File: src/rtl/boron_enc_cntrl.sv
// BORON encryption sequencer: loads a block and key, steps the external round/key-schedule ROUNDS times, whitens and holds the result.
// Optional BORON_ENC_ABORT_EN adds an abort input that cancels an in-flight operation.
module boron_enc_cntrl #(
    parameter int ROUNDS = 25,
    parameter int TEXT_W = 64,
    parameter int KEY_W  = 80,
    parameter int CNT_W  = 5
) (
    input  logic              clk,
    input  logic              reset,
    input  logic              start,
    input  logic [TEXT_W-1:0] plain_text,
    input  logic [KEY_W-1:0]  key,
    input  logic [TEXT_W-1:0] round_text,
    input  logic [KEY_W-1:0]  next_key,
    input  logic              out_ack,
`ifdef BORON_ENC_ABORT_EN
    input  logic              abort,
`endif
    output logic [TEXT_W-1:0] current_text,
    output logic [KEY_W-1:0]  current_key,
    output logic [CNT_W-1:0]  round_cnt,
    output logic              busy,
    output logic              fin,
    output logic [TEXT_W-1:0] cipher_text,
    output logic [KEY_W-1:0]  last_key
);

    typedef enum logic [1:0] {
        IDLE,
        ROUND,
        WHITEN,
        DONE
    } state_t;

    state_t state;
    state_t state_nxt;
    logic   abort_req;
    logic   last_round;

`ifdef BORON_ENC_ABORT_EN
    assign abort_req = abort;
`else
    assign abort_req = 1'b0;
`endif

    assign last_round = (round_cnt == CNT_W'(ROUNDS - 1));

    always_ff @(posedge clk) begin
        if (!reset) begin
            state <= IDLE;
        end else begin
            state <= state_nxt;
        end
    end

    always_comb begin
        state_nxt = state;
        case (state)
            IDLE: begin
                if (start) begin
                    state_nxt = ROUND;
                end
            end
            ROUND: begin
                if (abort_req) begin
                    state_nxt = IDLE;
                end else if (last_round) begin
                    state_nxt = WHITEN;
                end
            end
            WHITEN: begin
                if (abort_req) begin
                    state_nxt = IDLE;
                end else begin
                    state_nxt = DONE;
                end
            end
            DONE: begin
                if (out_ack) begin
                    state_nxt = IDLE;
                end
            end
            default: state_nxt = IDLE;
        endcase
    end

    // The result registers are written only in WHITEN, so they survive IDLE and aborts.
    always_ff @(posedge clk) begin
        if (!reset) begin
            current_text <= '0;
            current_key  <= '0;
            round_cnt    <= '0;
            cipher_text  <= '0;
            last_key     <= '0;
        end else begin
            case (state)
                IDLE: begin
                    if (start) begin
                        current_text <= plain_text;
                        current_key  <= key;
                        round_cnt    <= '0;
                    end
                end
                ROUND: begin
                    if (abort_req) begin
                        current_text <= '0;
                        current_key  <= '0;
                        round_cnt    <= '0;
                    end else begin
                        current_text <= round_text;
                        current_key  <= next_key;
                        round_cnt    <= round_cnt + CNT_W'(1);
                    end
                end
                WHITEN: begin
                    if (abort_req) begin
                        current_text <= '0;
                        current_key  <= '0;
                        round_cnt    <= '0;
                    end else begin
                        cipher_text <= current_text ^ current_key[TEXT_W-1:0];
                        last_key    <= current_key;
                    end
                end
                default: begin
                end
            endcase
        end
    end

    assign busy = (state == ROUND) || (state == WHITEN);
    assign fin  = (state == DONE);

endmodule

File: config.mk
export PLATFORM = sky130hd
export DESIGN_NAME = boron_enc_cntrl
export DESIGN_NICKNAME = d
export VERILOG_FILES = /design/src/rtl/boron_enc_cntrl.sv
export SDC_FILE = /design/constraint.sdc
export NUM_CORES = 1
export LEC_CHECK = 0
export ABC_AREA = 1
export CORE_AREA = 2 2 230 232
export CTS_BUF_LIST = sky130_fd_sc_hd__clkbuf_16
export CTS_CLUSTER_DIAMETER = 60
export DETAILED_ROUTE_END_ITERATION = 7
export DIE_AREA = 0 0 232 234
export PLACE_DENSITY_LB_ADDON = 0.2
export RECOVER_POWER = 25
export SKIP_LAST_GASP = 1
export SYNTH_ARGS = -nofsm -noshare
export SYNTH_HDL_FRONTEND = slang
export SYNTH_SLANG_ARGS = --single-unit
File: constraint.sdc
create_clock -name clk -period 2.97 [get_ports clk]
set_clock_uncertainty 0.2 [all_clocks]
set_input_delay 0.594 -clock clk [delete_from_list [all_inputs] [get_ports clk]]
set_output_delay 0.594 -clock clk [all_outputs]
set_load 0.02 [all_outputs]
==> results.txt, run 1 <==
GR Overflow Total - 0
Worst slew margin - 0.0642
status - completed
layout cell share with drive strength beyond 1 - 0.0427
DIE AREA - 54300 um2
final setup vio count - 0
CP Launch Type - register
initial antenna violation count - 2
final wirelength - 50800 um
RSZ-0062 raised after global routing - no
worst skew pair latency - 0.55 ns
TritonCTS buffer count - 41
WP data required - 2.18 ns
all-layer global routing usage - 0.176
Post-Syn Area per Cell - 7.89 um2
Synth Cell Area - 12800 um2
Mapped Nets - 1920
Lkg Pwr - 9.87 nW
Min-Delay Path Class - in2reg
Post-Syn Instances - 1622
worst setup path class - reg2out
Worst Setup End Kind - primary output
HPWL after DPL - 35000 um
IO Port Bufs - 586
Worst Path Buf+Inv - 2
critical path's slowest cell - dfxtp_1
Worst path max stage delay - 0.42 ns
register area share after synthesis - 0.462
P&R area growth vs syn - 60.4%
Std-Cell Rows - 84
Yosys top cell by area - dfxtp_1
Max H-tree Level - 2
TNS Setup - 0 ns
Final ANT Viol Nets - 0
Die W - 232 um
Least-Margin Pin Slew - 1.40 ns
Final Hold Fails - 0
TritonCTS Sinks - 295
largest net degree at the start of global routing - 95
fin crit period - 2.65 ns
Arr. time, crit path - 1.85 ns
Top delay family on crit path - buffers and inverters
Via-to-Cell Ratio - 4.49
max-slew violations - 0
synth warn - 0
max_cap viols - 0
count of cell types in the netlist - 21
worst-case clock buffer depth - 3
Max IR drop VDD - 0.000535 V
DRC viols - 0
most area-consuming cells after synthesis - dfxtp_1, o211a_1, nand2_1, nor2_1, nand3_1
CTS clk-pin slew, worst paths - 0.06 ns
Via Count - 12878
Synth top area share - 0.462
placed inst area - 19200 um2
FF-to-FF Start - state[0]
first-pass GRT wire length - 74300 um
DRT Pass-1 Iters - 4
WL/cell - 17.7 um
Chip Height - 234 um
IO Count - 587
vias in the first global route - 12230
initial core utilization - 0.246
Tcrit/Tclk final - 0.891
Power Density - 1120 nW/um2
Yosys reg bits - 295
FILL cells - 5347
Worst Path Max Fanout - 4
Setup crit start - state[0]
ordered cell list for the critical path - inv_1, ha_1, dlygate4sd2_1
Root Buffer - clkbuf_16
r2r setup slk - 0.50 ns
HP Start - reset
DRT iter0 DRCs - 535
CTS tree - yes
f_max - 378 MHz
CTS Hold Bufs - 0
post-layout instance area - 20500 um2
core box area - 52000 um2
GP Congestion - 0.840
Final #Nets - 2445
ANT cells - 0
## cells in the final DEF (no fill, tap or decap), types with 10 or more instances in the layout
master           synthesis  final
buf_4                   15     10
o21ai_0                144    144
o211a_1                144    144
inv_1                   78     84
nand3_1                151    151
xor2_1                  64     64
buf_12                   0     10
nor2_1                 296    296
dfxtp_1                295    295
clkbuf_16                0     43
clkdlybuf4s50_1          0    584
nand2_1                305    305
## final timing paths
check / end / cells past startpoint
setup / recovery: busy / 3
hold reg to reg: last_key[48] / 2
setup reg to reg: cipher_text[0] / 6
hold / removal: last_key[14] / 3
## registers in the layout, summed over array words and instances, names as in the netlist
name	cells
current_text	64
state	2
last_key	80
round_cnt	5
cipher_text	64
current_key	80
## synth_stat cells
cell	instances
nor2_1	296
a211oi_2	1
nand2_2	1
ha_1	6
inv_1	78
inv_4	1
buf_1	2
clkinv_1	1
o21ai_0	144
nand2_1	305
buf_2	58
nand4_1	1
a21oi_1	6
buf_6	14
buf_4	15
o211a_1	144
nand3_1	151
xor2_1	64
nand2_4	1
dfxtp_1	295
clkbuf_1	38
## kinds of logic (layout without fill, tap and decap cells)
logic type                 Yosys count  after routing  synth area share
and+or+nand+nor                    755            755             0.237
AOI/OAI and AO/OA                  295            295             0.172
DFF                                295            295             0.462
buffers and inverters              207            764            0.0792
xor gates and xnor gates            64             64            0.0438
adders and majority gates            6              6           0.00587
## worst register-to-register path, delay by kind of cell (launching register included)
family	cells	cell delay [ns]
AO/OA/AOI/OAI	1	0.32
adder cells (fa/ha/maj)	1	0.20
buffers and inverters	4	1.28
flip-flops	1	0.42
## metal layers
layer  wire, um  global-route usage  vias to the layer above
met5         29                   0                        -
met4       1050              0.0447                        4
met3       3940              0.0561                       67
met2      24500               0.304                      405
met1      21200               0.212                     6019
li1           -                   -                     6383
## where the power goes
part | switching, mW | internal (mW)
Sequential | 1.44 | 5.58
Clock | 1.94 | 3.08
Combinational | 6.16 | 4.84
Total | 9.54 | 13.5
## layout make-up
class                           instances  area [um2]  area share
Inverter                               80         307      0.0149
Timing Repair Buffer                  609        6160       0.300
Clock buffer                           43        1080      0.0524
Tap cell                              688         861      0.0419
Multi-Input combinational cell       1120        5910       0.288
Clock inverter                         32         302      0.0147
Sequential cell                       295        5910       0.288
## per-stage QoR
step / hold slack (ns) / utilization / instances / setup slack (ns) / total power [mW]
6_report: 0.254 / 0.394 / 2867 / 0.324 / 23.0
5_1_grt: 0.247 / 0.394 / 2867 / 0.233 / 24.5
4_1_cts: 0.220 / 0.395 / 2867 / 0.252 / 23.5
3_5_place_dp: 0.282 / 0.369 / 2792 / 0.442 / 18.3
3_3_place_gp: 0.274 / 0.369 / 2792 / 0.456 / 18.2
2_1_floorplan: 0.303 / - / 1622 / 1.31 / 13.0
## timing repair
item | 4_1_cts | 5_1_grt
gates resized for setup | 1 | 0
setup buffers | 0 | 0
endpoints found under the setup margin | 1 | 0
No activity file was read; power rests on OpenSTA's default activity.
==> run 2: changes to the inputs <==
CORE_AREA = 2 2 229 231   (was 2 2 230 232)
DIE_AREA = 0 0 231 233   (was 0 0 232 234)
clock period = 2.24 ns   (was 2.97 ns; I/O delays follow)
==> run 2 against run 1 <==
Die area decreased by 0.86%; clock power increased by 16%; sequential power increased by 32%; clock-buffer cell count decreased by 3; final area decreased by 0.40%; final cell count increased by 0.28%; hold slack improved by 0.037 ns; critical path type unchanged; critical endpoint is now last_key[60]; largest power group unchanged.
==> results.txt, run 2 (same netlist as run 1, synthesis figures left out) <==
status - completed
Max IR drop VDD - 0.000665 V (+24%)
first-pass GRT wire length - 76200 um (+2.6%)
worst skew pair latency - 0.54 ns (about the same)
IO Port Bufs - 586 (unchanged)
Tcrit/Tclk final - 0.979
Lkg Pwr - 10.7 nW (+8.3%)
final wirelength - 50700 um (-0.20%)
Top delay family on crit path - buffers and inverters
Hold Path Sink - last_key[77]
CP Launch Type - register
most common cell after layout, fill and taps aside - clkdlybuf4s50_1
Final #Nets - 2465 (+0.82%)
Die W - 231 um (-0.43%)
# placed instances - 2805 (+0.47%)
CTS tree - yes
ordered cell list for the critical path - clkdlybuf4s50_1
Arr. time, crit path - 1.54 ns (-0.31 ns)
Power Density - 1430 nW/um2 (+28%)
commonest cells after routing, fill and taps aside - clkdlybuf4s50_1, nand2_1, nor2_1, dfxtp_1, nand3_1
final setup vio count - 0 (unchanged)
Hold Path Depth - 2 (-1)
fin crit period - 2.19 ns
max-slew violations - 0 (unchanged)
total setup buffers inserted after CTS - 0 (unchanged)
Worst slew margin - 0.433 (+0.369)
Final ANT Viol Nets - 0 (unchanged)
Worst path max stage delay - 0.64 ns (+0.22 ns)
f_max - 456 MHz
GR Overflow Total - 0 (unchanged)
DRT Pass-1 Iters - 5 (+1)
Via-to-Cell Ratio - 4.53 (+0.94%)
WL/cell - 17.6 um (-0.48%)
IO Count - 587 (unchanged)
final cell count without fillers - 2875 (+0.28%)
Worst R2R End - cipher_text[57]
TritonCTS buffer count - 39 (-4.9%)
Via Count - 13035 (+1.2%)
all-layer global routing usage - 0.181 (+0.00441)
Least-Margin Pin Slew - 0.851 ns (-0.553 ns)
Min-Delay Path Class - reg2reg
FILL cells - 5281 (-1.2%)
PnR Total Power - 29.3 mW (+27%)
DIE AREA - 53800 um2 (-0.86%)
Final Hold Fails - 0 (unchanged)
max_cap viols - 0 (unchanged)
HPWL after DPL - 36000 um (+2.9%)
initial core utilization - 0.250 (+0.00448)
post-layout instance area - 20400 um2 (-0.40%)
CTS clk-pin slew, worst paths - 0.06 ns (about the same)
r2r setup slk - 0.19 ns (-0.31 ns)
worst-case clock buffer depth - 3 (unchanged)
worst setup path class - reg2out
largest net degree at the start of global routing - 94 (-1.1%)
TritonCTS Sinks - 295 (unchanged)
GP Congestion - 0.875 (+4.3%)
initial antenna violation count - 1 (-1)
Root Buffer - clkbuf_16
HP Start - last_key[77]
ANT cells - 0 (unchanged)
RSZ-0062 raised after global routing - no
critical path's slowest cell - clkdlybuf4s50_1
Worst Path Max Fanout - 2 (-2)
WP data required - 1.59 ns (-0.59 ns)
DRT iter0 DRCs - 604 (+13%)
Max H-tree Level - 2 (unchanged)
FF-to-FF Start - state[1]
core box area - 51100 um2 (-1.8%)
layout cell share with drive strength beyond 1 - 0.0474 (+0.00470)
hold slack final - 0.291 ns (+0.0370 ns)
placed inst area - 19400 um2 (+1.2%)
Worst Path Buf+Inv - 1 (-1)
Std-Cell Rows - 83 (-1.2%)
Worst Reg-to-Reg Cells - 6 (unchanged)
Worst Setup End Kind - primary output
DRC viols - 0 (unchanged)
top flop regs - current_key (80), last_key (80)
vias in the first global route - 12984 (+6.2%)
P&R area growth vs syn - 59.7%
Chip Height - 233 um (-0.43%)
run 2: cell types whose count changed in the layout (fill, tap and decap cells not counted), sizes merged:
| cell | delta |
|---|---|
| buf | +21 |
| bufinv | -4 |
| clkbuf | -1 |
| clkdlybuf4s50 | -149 |
| clkinv | +1 |
| dlygate4sd2 | +128 |
| dlygate4sd3 | +1 |
| dlymetal6s2s | +19 |
run 2: power breakdown:
part           internal [mW]  switching (mW)  leakage, nW
combinational           5.94            8.29         7.64
clock                   3.36            2.44        0.619
sequential              7.40            1.85         2.43
total                   16.7            12.6         10.7
run 2: worst max path at each step:
stage / end / cells past startpoint / from / slack [ns]
2_1_floorplan: current_text[0] / 8 / state[1] / 0.58
3_3_place_gp: round_cnt[3] / 9 / start / -0.01
3_5_place_dp: round_cnt[2] / 9 / start / -0.003
4_1_cts: busy / 3 / state[0] / -0.15
5_1_grt: current_key[13] / 1 / current_key[13] / 0.0008
6_report: last_key[60] / 1 / last_key[60] / 0.05
run 2: timing repair:
item                                    in CTS  in global routing
hold buffers                                 1                  0
endpoints found under the setup margin     131                 21
resized for setup                          132                 22
hold endpoints to repair                    12                  0
run 2: layer usage:
| layer | vias up | GRT usage | wire, um |
|---|---|---|---|
| li1 | 6409 | - | - |
| met1 | 6076 | 0.213 | 21000 |
| met2 | 440 | 0.307 | 23900 |
| met3 | 110 | 0.0506 | 3800 |
| met4 | 0 | 0.0770 | 1940 |
| met5 | - | 0 | 0 |
run 2: final cells by class:
cell class                      count  area [um2]  area share
Clock buffer                       40        1000      0.0490
Timing Repair Buffer              631        6300       0.308
Sequential cell                   295        5910       0.289
Inverter                           80         303      0.0148
Clock inverter                     29         180     0.00881
Tap cell                          680         851      0.0416
Multi-Input combinational cell   1120        5900       0.289
run 2: metrics by stage:
stage	TNS [ns]	utilization	setup slack, ns
3_3_place_gp	-0.0229	0.380	-0.0133
3_5_place_dp	-0.00271	0.380	-0.00271
6_report	0	0.400	0.0471
5_1_grt	0	0.400	0.000762
4_1_cts	-0.147	0.400	-0.147
2_1_floorplan	0	-	0.578
